## src/rtl/rx_pdu_reader.sv

```systemverilog
// PDU reader: pops header, length, payload and three CRC bytes from the receiver FIFO,
// streams the payload into RAM and reports length and CRC status until the next start.
module rx_pdu_reader #(
  parameter int MAX_LEN = 37,
  parameter int ADDR_W  = 6
) (
  input  logic              clk,
  input  logic              rst_n,
  input  logic              en,
  input  logic              start,
  input  logic              aa_found,
  input  logic              fifo_empty,
  output logic              fifo_rd_en,
  input  logic [7:0]        fifo_data,
  input  logic              crc_valid,
  output logic [7:0]        hdr,
  output logic [7:0]        len,
  output logic              pld_we,
  output logic [ADDR_W-1:0] pld_addr,
  output logic [7:0]        pld_data,
  output logic              busy,
  output logic              done,
  output logic              crc_ok,
  output logic              len_err
);

  typedef enum logic [2:0] {
    S_IDLE, S_WAIT_AA, S_HDR, S_LEN, S_PLD, S_CRC, S_DONE
  } state_t;

  state_t            state_q, state_d;
  logic              cap_q, cap_d;
  logic [7:0]        hdr_q, hdr_d;
  logic [7:0]        len_q, len_d;
  logic [ADDR_W-1:0] idx_q, idx_d;
  logic [1:0]        cnt_q, cnt_d;
  logic              crc_ok_q, crc_ok_d;
  logic              len_err_q, len_err_d;
  logic              pop_state;

  always_comb begin
    state_d    = state_q;
    cap_d      = cap_q;
    hdr_d      = hdr_q;
    len_d      = len_q;
    idx_d      = idx_q;
    cnt_d      = cnt_q;
    crc_ok_d   = crc_ok_q;
    len_err_d  = len_err_q;
    fifo_rd_en = 1'b0;
    pld_we     = 1'b0;
    pld_data   = 8'h00;
    pop_state  = (state_q == S_HDR) || (state_q == S_LEN) ||
                 (state_q == S_PLD) || (state_q == S_CRC);

    if (start) begin
      state_d   = S_WAIT_AA;
      cap_d     = 1'b0;
      hdr_d     = 8'h00;
      len_d     = 8'h00;
      idx_d     = '0;
      cnt_d     = 2'd0;
      crc_ok_d  = 1'b0;
      len_err_d = 1'b0;
    end else if (en) begin
      if (state_q == S_WAIT_AA && aa_found) begin
        state_d = S_HDR;
      end else if (pop_state && !cap_q) begin
        // Issue phase: pop only when a byte is actually there.
        if (!fifo_empty) begin
          fifo_rd_en = 1'b1;
          cap_d      = 1'b1;
        end
      end else if (pop_state) begin
        cap_d = 1'b0;
        case (state_q)
          S_HDR: begin
            hdr_d   = fifo_data;
            state_d = S_LEN;
          end
          S_LEN: begin
            len_d = fifo_data;
            if (fifo_data > 8'(MAX_LEN)) begin
              len_err_d = 1'b1;
              crc_ok_d  = 1'b0;
              state_d   = S_DONE;
            end else if (fifo_data == 8'h00) begin
              cnt_d   = 2'd0;
              state_d = S_CRC;
            end else begin
              idx_d   = '0;
              state_d = S_PLD;
            end
          end
          S_PLD: begin
            pld_we   = 1'b1;
            pld_data = fifo_data;
            // Address stays on the last byte so it never runs past the buffer.
            if (8'(idx_q) == len_q - 8'd1) begin
              cnt_d   = 2'd0;
              state_d = S_CRC;
            end else begin
              idx_d = idx_q + ADDR_W'(1);
            end
          end
          S_CRC: begin
            if (cnt_q == 2'd2) begin
              crc_ok_d = crc_valid;
              state_d  = S_DONE;
            end else begin
              cnt_d = cnt_q + 2'd1;
            end
          end
          default: state_d = state_q;
        endcase
      end
    end
  end

  always_ff @(posedge clk or negedge rst_n) begin
    if (!rst_n) begin
      state_q   <= S_IDLE;
      cap_q     <= 1'b0;
      hdr_q     <= 8'h00;
      len_q     <= 8'h00;
      idx_q     <= '0;
      cnt_q     <= 2'd0;
      crc_ok_q  <= 1'b0;
      len_err_q <= 1'b0;
    end else begin
      state_q   <= state_d;
      cap_q     <= cap_d;
      hdr_q     <= hdr_d;
      len_q     <= len_d;
      idx_q     <= idx_d;
      cnt_q     <= cnt_d;
      crc_ok_q  <= crc_ok_d;
      len_err_q <= len_err_d;
    end
  end

  assign hdr      = hdr_q;
  assign len      = len_q;
  assign pld_addr = idx_q;
  assign crc_ok   = crc_ok_q;
  assign len_err  = len_err_q;
  assign done     = (state_q == S_DONE);
  assign busy     = (state_q != S_IDLE) && (state_q != S_DONE);

endmodule

```

## config.mk

```make
export PLATFORM = sky130hd
export DESIGN_NAME = rx_pdu_reader
export DESIGN_NICKNAME = d
export VERILOG_FILES = /design/src/rtl/rx_pdu_reader.sv
export SDC_FILE = /design/constraint.sdc
export NUM_CORES = 1
export LEC_CHECK = 0
export CAP_MARGIN = 15
export CORE_ASPECT_RATIO = 0.7
export CORE_UTILIZATION = 48
export CTS_CLUSTER_DIAMETER = 150
export DETAILED_ROUTE_END_ITERATION = 6
export HOLD_SLACK_MARGIN = 0.12
export PLACE_DENSITY = 0.77
export SETUP_SLACK_MARGIN = 0.05
export SYNTH_ARGS = -nofsm -noshare
export SYNTH_HDL_FRONTEND = slang
export SYNTH_SLANG_ARGS = --single-unit
```

## constraint.sdc

```tcl
create_clock -name clk -period 2.4 [get_ports clk]
set_input_delay 0.6 -clock clk [delete_from_list [all_inputs] [get_ports clk]]
set_output_delay 0.6 -clock clk [all_outputs]
set_load 0.02 [all_outputs]
```

# Word level (Yosys, flattened, before mapping)
# Cells that the tools add are included.
[totals]
input_bits = 15
word_cells = 142
output_inout_bits = 36
register_bits = 30
[classes]
mux = 79
addsub = 3
n_lt_le_gt_ge = 1
reduce_logical = 28
n_eq_ne = 23
[ops]
columns = ["op", "n"]
rows = [
  ["$mux W8", 18],
  ["$mux W6", 8],
  ["$mux W1", 32],
  ["$mux W3", 7],
  ["$ne A3 B3 Y1 const B", 7],
  ["$mux W2", 10],
  ["$reduce_bool A3 Y1", 5],
  ["$ne A3 B2 Y1 const B", 4],
  ["$pmux W3 S4", 1],
  ["$pmux W6 S2", 1],
  ["$reduce_and A6 Y1", 2],
  ["$reduce_and A5 Y1", 2],
  ["$reduce_bool A2 Y1", 5],
  ["$eq A3 B3 Y1 const B", 3],
  ["$reduce_and A9 Y1", 1],
  ["$eq A6 B8 Y1", 1],
  ["$gt A8 B6 Y1 const B", 1],
  ["$logic_not A8 Y1", 1],
  ["$ne A4 B2 Y1 const B", 2],
  ["$reduce_and A8 Y1", 1],
  ["$sub A8 B1 Y8 const B", 1],
  ["$reduce_and A7 Y1", 1],
  ["$add A6 B1 Y6 const B", 1],
  ["$eq A3 B2 Y1 const B", 2],
  ["12 further kinds", 17],
]

# Longest topological paths before layout
# Gate-level depths: netlist of the first run.
[depth]
word_depth = 9
ltp_mapped = 9
depth_no_buf = 8

# Least setup slack after synthesis of the first run
# Ideal clock, no wire load.
[synth_path]
path_type = "input to output"
from = "input port start"
to = "output port pld_data[0]"
arrival_time_ps = 1753
required_time_ps = 1800
n_path_buf = 0
cell_stages = 4
slack_ps = 47
cell_sequence = "nor3_1 > nand3_1 > inv_1 > and2_1"
[synth_via]
elab_chain_len = 1
[synth_rtl]
columns = ["element", "line", "text"]
rows = [
  ["start, declared", "10", "input logic start,"],
  ["$mux W8", "56", "if (start) begin"],
  ["end, declared", "20", "output logic [7:0] pld_data,"],
]
# Every way passes these cells.

# Worst setup path after layout of the first run
[layout_path]
from = "input port fifo_data[1]"
to = "register idx_q[4] (netlist: pld_addr[4])"
[layout_via]
elab_chain_len = 3
elab_cells_between_ends = 5
classes_between = "1 x order compare; 2 x eq/ne; 2 x reduce/logical"
[layout_rtl]
columns = ["element", "line", "text"]
rows = [
  ["start, declared", "14", "input logic [7:0] fifo_data,"],
  ["$gt A8 B6 Y1 or $logic_not A8 Y1 (tied branches)", "83, 87", ""],
  ["$ne A3 B3 Y1 (no line)", "--", ""],
  ["$reduce_and A8 Y1 (no line) *", "--", ""],
  ["end signal, assigned", "135", "idx_q <= idx_d;"],
  ["end, declared", "35", "logic [ADDR_W-1:0] idx_q, idx_d;"],
]
# Every way passes the cells marked *; elsewhere a longest branch is shown, timed or not.
# A chain may end at the register's enable or synchronous reset.

==> metrics.md, run 1 <==
| Metric | Value |
|---|---|
| # Max-Cap Violations | `0` |
| Chip Width | `75.4 um` |
| Initial antenna violation count | `0` |
| Post-synthesis net count | `231` |
| Main synth FF type | `dfrtp_1` |
| Fin crit share | `96.1%` |
| CP Class | `in2reg` |
| DIE HEIGHT | `53.4 um` |
| DRT antenna net count | `0` |
| Most common cell in the netlist | `nand2_1` |
| R2R depth | `7` |
| Starting Density | `50.8%` |
| CTS tree | `yes` |
| DRC Markers | `0` |
| # rows | `18` |
| Synthesized flop and latch total | `30` |
| Worst Tran Pin Value | `389 ps` |
| Post-synth ARST share | `100%` |
| Vias in the first global route | `1,654` |
| GR Overflow Total | `0` |
| Syn_area_per_cell | `8.49 um2` |
| Global-route wire length before repair | `7840 um` |
| RSZ-0062 raised after global routing | `true` |
| Root Buffer | `clkbuf_8` |
| Io pins | `51` |
| Worst VDD drop | `0.000462 V` |
| Register area share after synthesis | `41.5%` |
| Final Hold Fails | `0` |
| Die Area | `4020 um2` |
| Worst EP required | `2560 ps` |
| Via density | `5.43` |
| Synth cell types | `51` |
| Final wirelength | `5000 um` |
| Inst Count DP | `336` |
| Post-Synthesis Cell Area | `1810 um2` |
| Core Area | `3560 um2` |
| Synth area leaders | `dfrtp_1 41%, nand2_1 7.1%, o21ai_0 5.5%` |
| Pre-antenna DRT Iters | `4` |
| Worst reg2reg startpoint | `len[3]` |
| Post-synth EDFFs | `0` |
| Period minus WS final | `2310 ps` |
| Sw Share | `29.5%` |
| Largest net degree at the start of global routing | `31` |
| Status | `completed` |
| Vias post-DR | `1,885` |
| # setup viols final | `0` |
| Power Internal | `1020 uW` |
| H-tree levels | `2` |
| Syn. warnings | `0` |
| Top cell type's share of synthesized area | `41.5%` |
| Deepest clock path buffer count | `2` |
| DP Worst Slack | `-558 ps` |
| CP endpoint kind | `register` |
| Crit-path max FO | `5` |
| Worst setup path startpoint | `fifo_data[1]` |
| Clock share of power | `35.0%` |
| Number of I/O port buffers | `50` |
| Layout Cells excl Fill | `347` |
| Antenna diodes | `0` |
| Comb power frac | `25.3%` |
| Relative slew margins | `74.1%` |
| Reg2reg end | `pld_addr[3]` |
| Synth area leader | `dfrtp_1` |
| Reg power frac | `39.7%` |
| Nets@finish | `314` |
| Setup ws final | `93.3 ps` |
| Num CTS Buffers | `5` |
| Top cells by count, synth | `34 x nand2_1, 30 x dfrtp_1, 20 x o21ai_0, 16 x nor2_1, 9 x and2_1` |
| Gr usage total | `27.3%` |
| Worst Skew | `3.94 ps` |
| Startpoint types | `input port` |
| Routability cong. | `0.846` |
| DR WL/cell | `14.4 um` |
| WHS | `493 ps` |
| Register-to-Register Setup Slack | `140 ps` |
| Max frequency | `434 MHz` |
| Clock Latency Late Sink | `290 ps` |
| Iteration-0 DRC Markers | `113` |
| Sink Count | `30` |
| Proportion of layout cells with a drive suffix above 1 | `23.6%` |
| NetSw | `425 uW` |
| CTS hold repair buffers | `0` |
| Area grow syn2layout | `51.0%` |
| Hold Crit Class | `reg2reg` |
| Pwr Density | `527 nW/um2` |
| Clock Pin Slew Worst Setup and Hold Paths | `70 ps` |
| Leak Pwr | `0.00124 uW` |
| Crit path to | `pld_addr[4]` |
| Cells after Synth | `213` |
| Dpl hpwl | `3610 um` |
| Max Slew Vio Count | `0` |
| Critical path arrival | `2470 ps` |
through the flow:
step           instance area [um2]  setup TNS (ps)  total power [uW]  utilization, %
3_5_place_dp                  2570           -6830               938            72.4
3_3_place_gp                  2570           -6610               932            72.4
5_1_grt                       2730               0              1510            76.8
4_1_cts                       2700               0              1440            75.8
2_1_floorplan                 1810               0               763               -
6_report                      2730               0              1440            76.8
worst min-delay path by stage:
stage                   to  cells past startpoint   start
detailed placement  hdr[6]                      2  hdr[6]
global placement    hdr[5]                      2  hdr[5]
floorplan            cap_q                      0   rst_n
CTS                 hdr[6]                      2  hdr[6]
finish              hdr[6]                      2  hdr[6]
global route        hdr[7]                      2  hdr[7]
placed cells by master, fill, tap and decap left out, types with 2 or more instances in the layout:
master / n
dlygate4sd2_1: 2
o31ai_1: 4
a21oi_1: 7
buf_2: 2
dfrtp_1: 30
clkbuf_8: 5
nand2_1: 34
nor2_1: 16
nor2b_1: 2
and2_4: 2
buf_4: 41
clkdlybuf4s50_1: 36
o221ai_1: 2
and3_1: 3
a221oi_2: 2
a32oi_1: 2
xnor2_1: 5
nor3_1: 3
clkinv_2: 2
inv_1: 7
nand3_1: 7
and2_1: 7
or3_1: 2
nor4_1: 4
dlymetal6s2s_1: 2
xor2_1: 4
a21o_1: 2
a21oi_2: 2
and3b_1: 2
nand2b_1: 4
o21ai_0: 20
ha_1: 3
state kept, by name, indices dropped and copies added (netlist names):
name      count
cap_q         1
state_q       3
len_err       1
crc_ok        1
hdr           8
cnt_q         2
len           8
pld_addr      6
power by group through the flow:
| stage | sequential, uW | combinational [uW] | clock, uW |
|---|---|---|---|
| CTS | 570 | 361 | 512 |
| global placement | 579 | 354 | 0 |
| detailed placement | 579 | 359 | 0 |
| finish | 572 | 365 | 504 |
| floorplan | 604 | 159 | 0 |
| global route | 576 | 399 | 535 |
routing by layer:
| layer | vias to the layer above | routed length, um | global-route usage (%) | part of all wire [%] |
|---|---|---|---|---|
| li1 | 937 | - | - | - |
| met1 | 887 | 2460 | 40.4 | 49 |
| met2 | 55 | 2230 | 39.0 | 45 |
| met3 | 6 | 276 | 7.05 | 5.5 |
| met4 | 0 | 40 | 7.72 | 0.80 |
| met5 | - | 0 | 0 | 0 |
logic make-up (layout without fill, tap and decap cells):
| family | Yosys count | after routing | share of synthesized area, % |
|---|---|---|---|
| simple gates | 96 | 96 | 26.7 |
| compound gates | 56 | 56 | 20.3 |
| flops | 30 | 30 | 41.5 |
| buf+inv | 18 | 102 | 4.22 |
| xor+xnor | 9 | 9 | 4.36 |
| fa+ha+maj | 3 | 3 | 2.07 |
| mux | 1 | 1 | 0.830 |
cell type report:
cell class | count | area, um2
clock buffer | 5 | 68.8
fill | 285 | 826
timing repair inverter | 1 | 7.51
timing repair buffer | 84 | 732
sequential | 30 | 751
inverter | 9 | 36.3
clock inverter | 3 | 40.0
multi-input combinational | 165 | 1030
tap | 50 | 62.6
critical path, cell delays in order:
cell and delay (ps):
clkdlybuf4s50_1 420, a211o_1 320, a211oi_2 230, buf_4 150
a221oi_2 80, or2_4 300, a221oi_2 270, o31ai_1 100
timing repair:
| action | in CTS | in global routing |
|---|---|---|
| pin swaps | 3 | 1 |
| resized for setup | 60 | 7 |
| gates cloned | 1 | 0 |
| endpoints found under the setup margin | 12 | 13 |
| setup buffers | 2 | 0 |
Note: power is estimated with default switching activity, not from simulation.
==> inputs of run 2 (changes only) <==
Settings changed: CORE_UTILIZATION 48 to 45, PLACE_DENSITY 0.77 to 0.73.
==> metrics.md, run 2 (synthesis gave the netlist of run 1 again) <==
| Metric | Value |
|---|---|
| H-tree levels | `2 (unchanged)` |
| Core Area | `3670 um2 (was 3560 um2)` |
| Pre-antenna DRT Iters | `4 (unchanged)` |
| Global-route wire length before repair | `8320 um (was 7840 um)` |
| Worst Tran Pin Value | `393 ps (was 389 ps)` |
| Root Buffer | `clkbuf_8 (unchanged)` |
| Period minus WS final | `2280 ps (was 2310 ps)` |
| Proportion of layout cells with a drive suffix above 1 | `23.6% (about the same)` |
| Starting Density | `49.3% (was 50.8%)` |
| Crit path max-delay cell type | `dlygate4sd2_1 (was clkdlybuf4s50_1)` |
| DRT antenna net count | `0 (unchanged)` |
| Inst Count DP | `336 (unchanged)` |
| Via density | `5.41 (was 5.43)` |
| Clock Latency Late Sink | `290 ps (about the same)` |
| Relative slew margins | `73.8% (was 74.1%)` |
| Filler cells | `276 (was 285)` |
| Initial antenna violation count | `0 (unchanged)` |
| Sink Count | `30 (unchanged)` |
| CP endpoint kind | `output pin (was register)` |
| Io pins | `51 (unchanged)` |
| GR Overflow Total | `0 (unchanged)` |
| Total power | `1450 uW (was 1440 uW)` |
| Final Hold Fails | `0 (unchanged)` |
| Largest net degree at the start of global routing | `31 (unchanged)` |
| Vias post-DR | `1,873 (was 1,885)` |
| CP max stage delay | `250 ps (was 420 ps)` |
| Leak Pwr | `0.00124 uW (about the same)` |
| Startpoint types | `input port (unchanged)` |
| Max Slew Vio Count | `0 (unchanged)` |
| Hold Crit Class | `reg2reg (unchanged)` |
| Clock Pin Slew Worst Setup and Hold Paths | `70 ps (about the same)` |
| Max frequency | `439 MHz (was 434 MHz)` |
| CP Class | `in2out (was in2reg)` |
| CTS tree | `yes (unchanged)` |
| Final wirelength | `5110 um (was 5000 um)` |
| DRC Markers | `0 (unchanged)` |
| Gr usage total | `26.4% (was 27.3%)` |
| Area grow syn2layout | `51.3% (was 51.0%)` |
| Setup TNS | `0 ps (unchanged)` |
| Chip Width | `77.8 um (was 75.4 um)` |
| CP Cell Sequence | `dlygate4sd2_1 > nor3_2 > nand3_2 > clkinvlp_4 > buf_4 > buf_4 (was clkdlybuf4s50_1 > a211o_1 > a211oi_2 > buf_4 > a221oi_2 > or2_4 > a221oi_2 > o31ai_1)` |
| DR WL/cell | `14.8 um (was 14.4 um)` |
| Cell mode on critical path | `buf_4 (was a221oi_2)` |
| Vias in the first global route | `1,710 (was 1,654)` |
| Pwr Density | `529 nW/um2 (was 527 nW/um2)` |
| # rows | `18 (unchanged)` |
| Critical path arrival | `1680 ps (was 2470 ps)` |
| Dpl hpwl | `3740 um (was 3610 um)` |
| Nets@finish | `313 (was 314)` |
| Worst EP required | `1800 ps (was 2560 ps)` |
| Worst Path Buf+Inv | `4 (was 2)` |
| Worst VDD drop | `0.000360 V (was 0.000462 V)` |
| Fin crit share | `94.9% (was 96.1%)` |
| Num CTS Buffers | `5 (unchanged)` |
| Status | `completed (unchanged)` |
| Worst Skew | `7.53 ps (was 3.94 ps)` |
| Iteration-0 DRC Markers | `99 (was 113)` |
| Deepest clock path buffer count | `2 (unchanged)` |
| Layout Cells excl Fill | `346 (was 347)` |
| # setup viols final | `0 (unchanged)` |
| CTS hold repair buffers | `0 (unchanged)` |
| Routability cong. | `0.878 (was 0.846)` |
| Antenna diodes | `0 (unchanged)` |
| Placed Area | `2570 um2 (unchanged)` |
| Die Area | `4280 um2 (was 4020 um2)` |
| Crit-path max FO | `4 (was 5)` |
| Most frequent cells in the layout | `37 x buf_4, 35 x clkdlybuf4s50_1, 34 x nand2_1 (was 41 x buf_4, 36 x clkdlybuf4s50_1, 34 x nand2_1)` |
| Most common cell after layout, fill and taps aside | `buf_4 (unchanged)` |
| DIE HEIGHT | `55.1 um (was 53.4 um)` |
| Number of I/O port buffers | `50 (unchanged)` |
| CP delay by family, top | `buffers and inverters (was compound AO/OA/AOI/OAI gates)` |
| RSZ-0062 raised after global routing | `true (unchanged)` |
| Design Area, Final | `2740 um2 (was 2730 um2)` |
| # Max-Cap Violations | `0 (unchanged)` |
run 2: stage by stage:
stage,worst slack (ps),hold slack [ps],util [%]
finish,123,486,74.6
CTS,23.8,494,73.3
floorplan,104,304,-
detailed placement,-577,476,70.1
global route,38.2,533,74.6
global placement,-538,468,70.1
run 2: worst min-delay path, delay by kind of cell (launching register included):
family / cells / cell delay [ps]
AO/OA/AOI/OAI: 1 / 60
flip-flops: 1 / 340
AND/OR/NAND/NOR: 1 / 50
run 2: cell type report:
type	instances	area, um2	area share, %
tap	50	62.6	2.29
clock buffer	5	68.8	2.51
timing repair buffer	83	741	27.1
clock inverter	3	40.0	1.46
timing repair inverter	1	7.51	0.274
sequential	30	751	27.4
multi-input combinational	165	1030	37.7
inverter	9	36.3	1.33
run 2: metal layers:
layer | wire [um] | GRT usage, % | part of all wire (%) | up-vias
met4 | 53 | 7.86 | 1.0 | 0
met2 | 2160 | 40.4 | 42 | 68
met5 | 0 | 0 | 0 | -
met1 | 2570 | 37.1 | 50 | 876
li1 | - | - | - | 922
met3 | 330 | 6.56 | 6.5 | 7
run 2: final timing paths:
check,start,to,slack (ps),depth (start not counted)
setup / recovery,start,pld_we,120,6
hold / removal,hdr[7],hdr[7],490,2
setup reg to reg,len[4],pld_addr[3],220,7
hold reg to reg,hdr[7],hdr[7],490,2
max in group asynchronous,rst_n,state_q[1],1390,2
min in group asynchronous,rst_n,pld_addr[0],720,2
run 2: where the power goes:
group | internal [uW] | switching (uW) | total [uW] | leakage (uW)
sequential | 538 | 30.2 | 568 | 0.000396
combinational | 174 | 197 | 371 | 0.000786
clock | 305 | 203 | 508 | 0.0000579
run 2: timing repair:
| action | in CTS | in global routing |
|---|---|---|
| hold endpoints to repair | 0 | 0 |
| gates resized for setup | 62 | 12 |
| gates cloned | 1 | 0 |
| setup endpoints to repair | 17 | 13 |
| setup buffers | 1 | 0 |
| pin swaps | 3 | 5 |
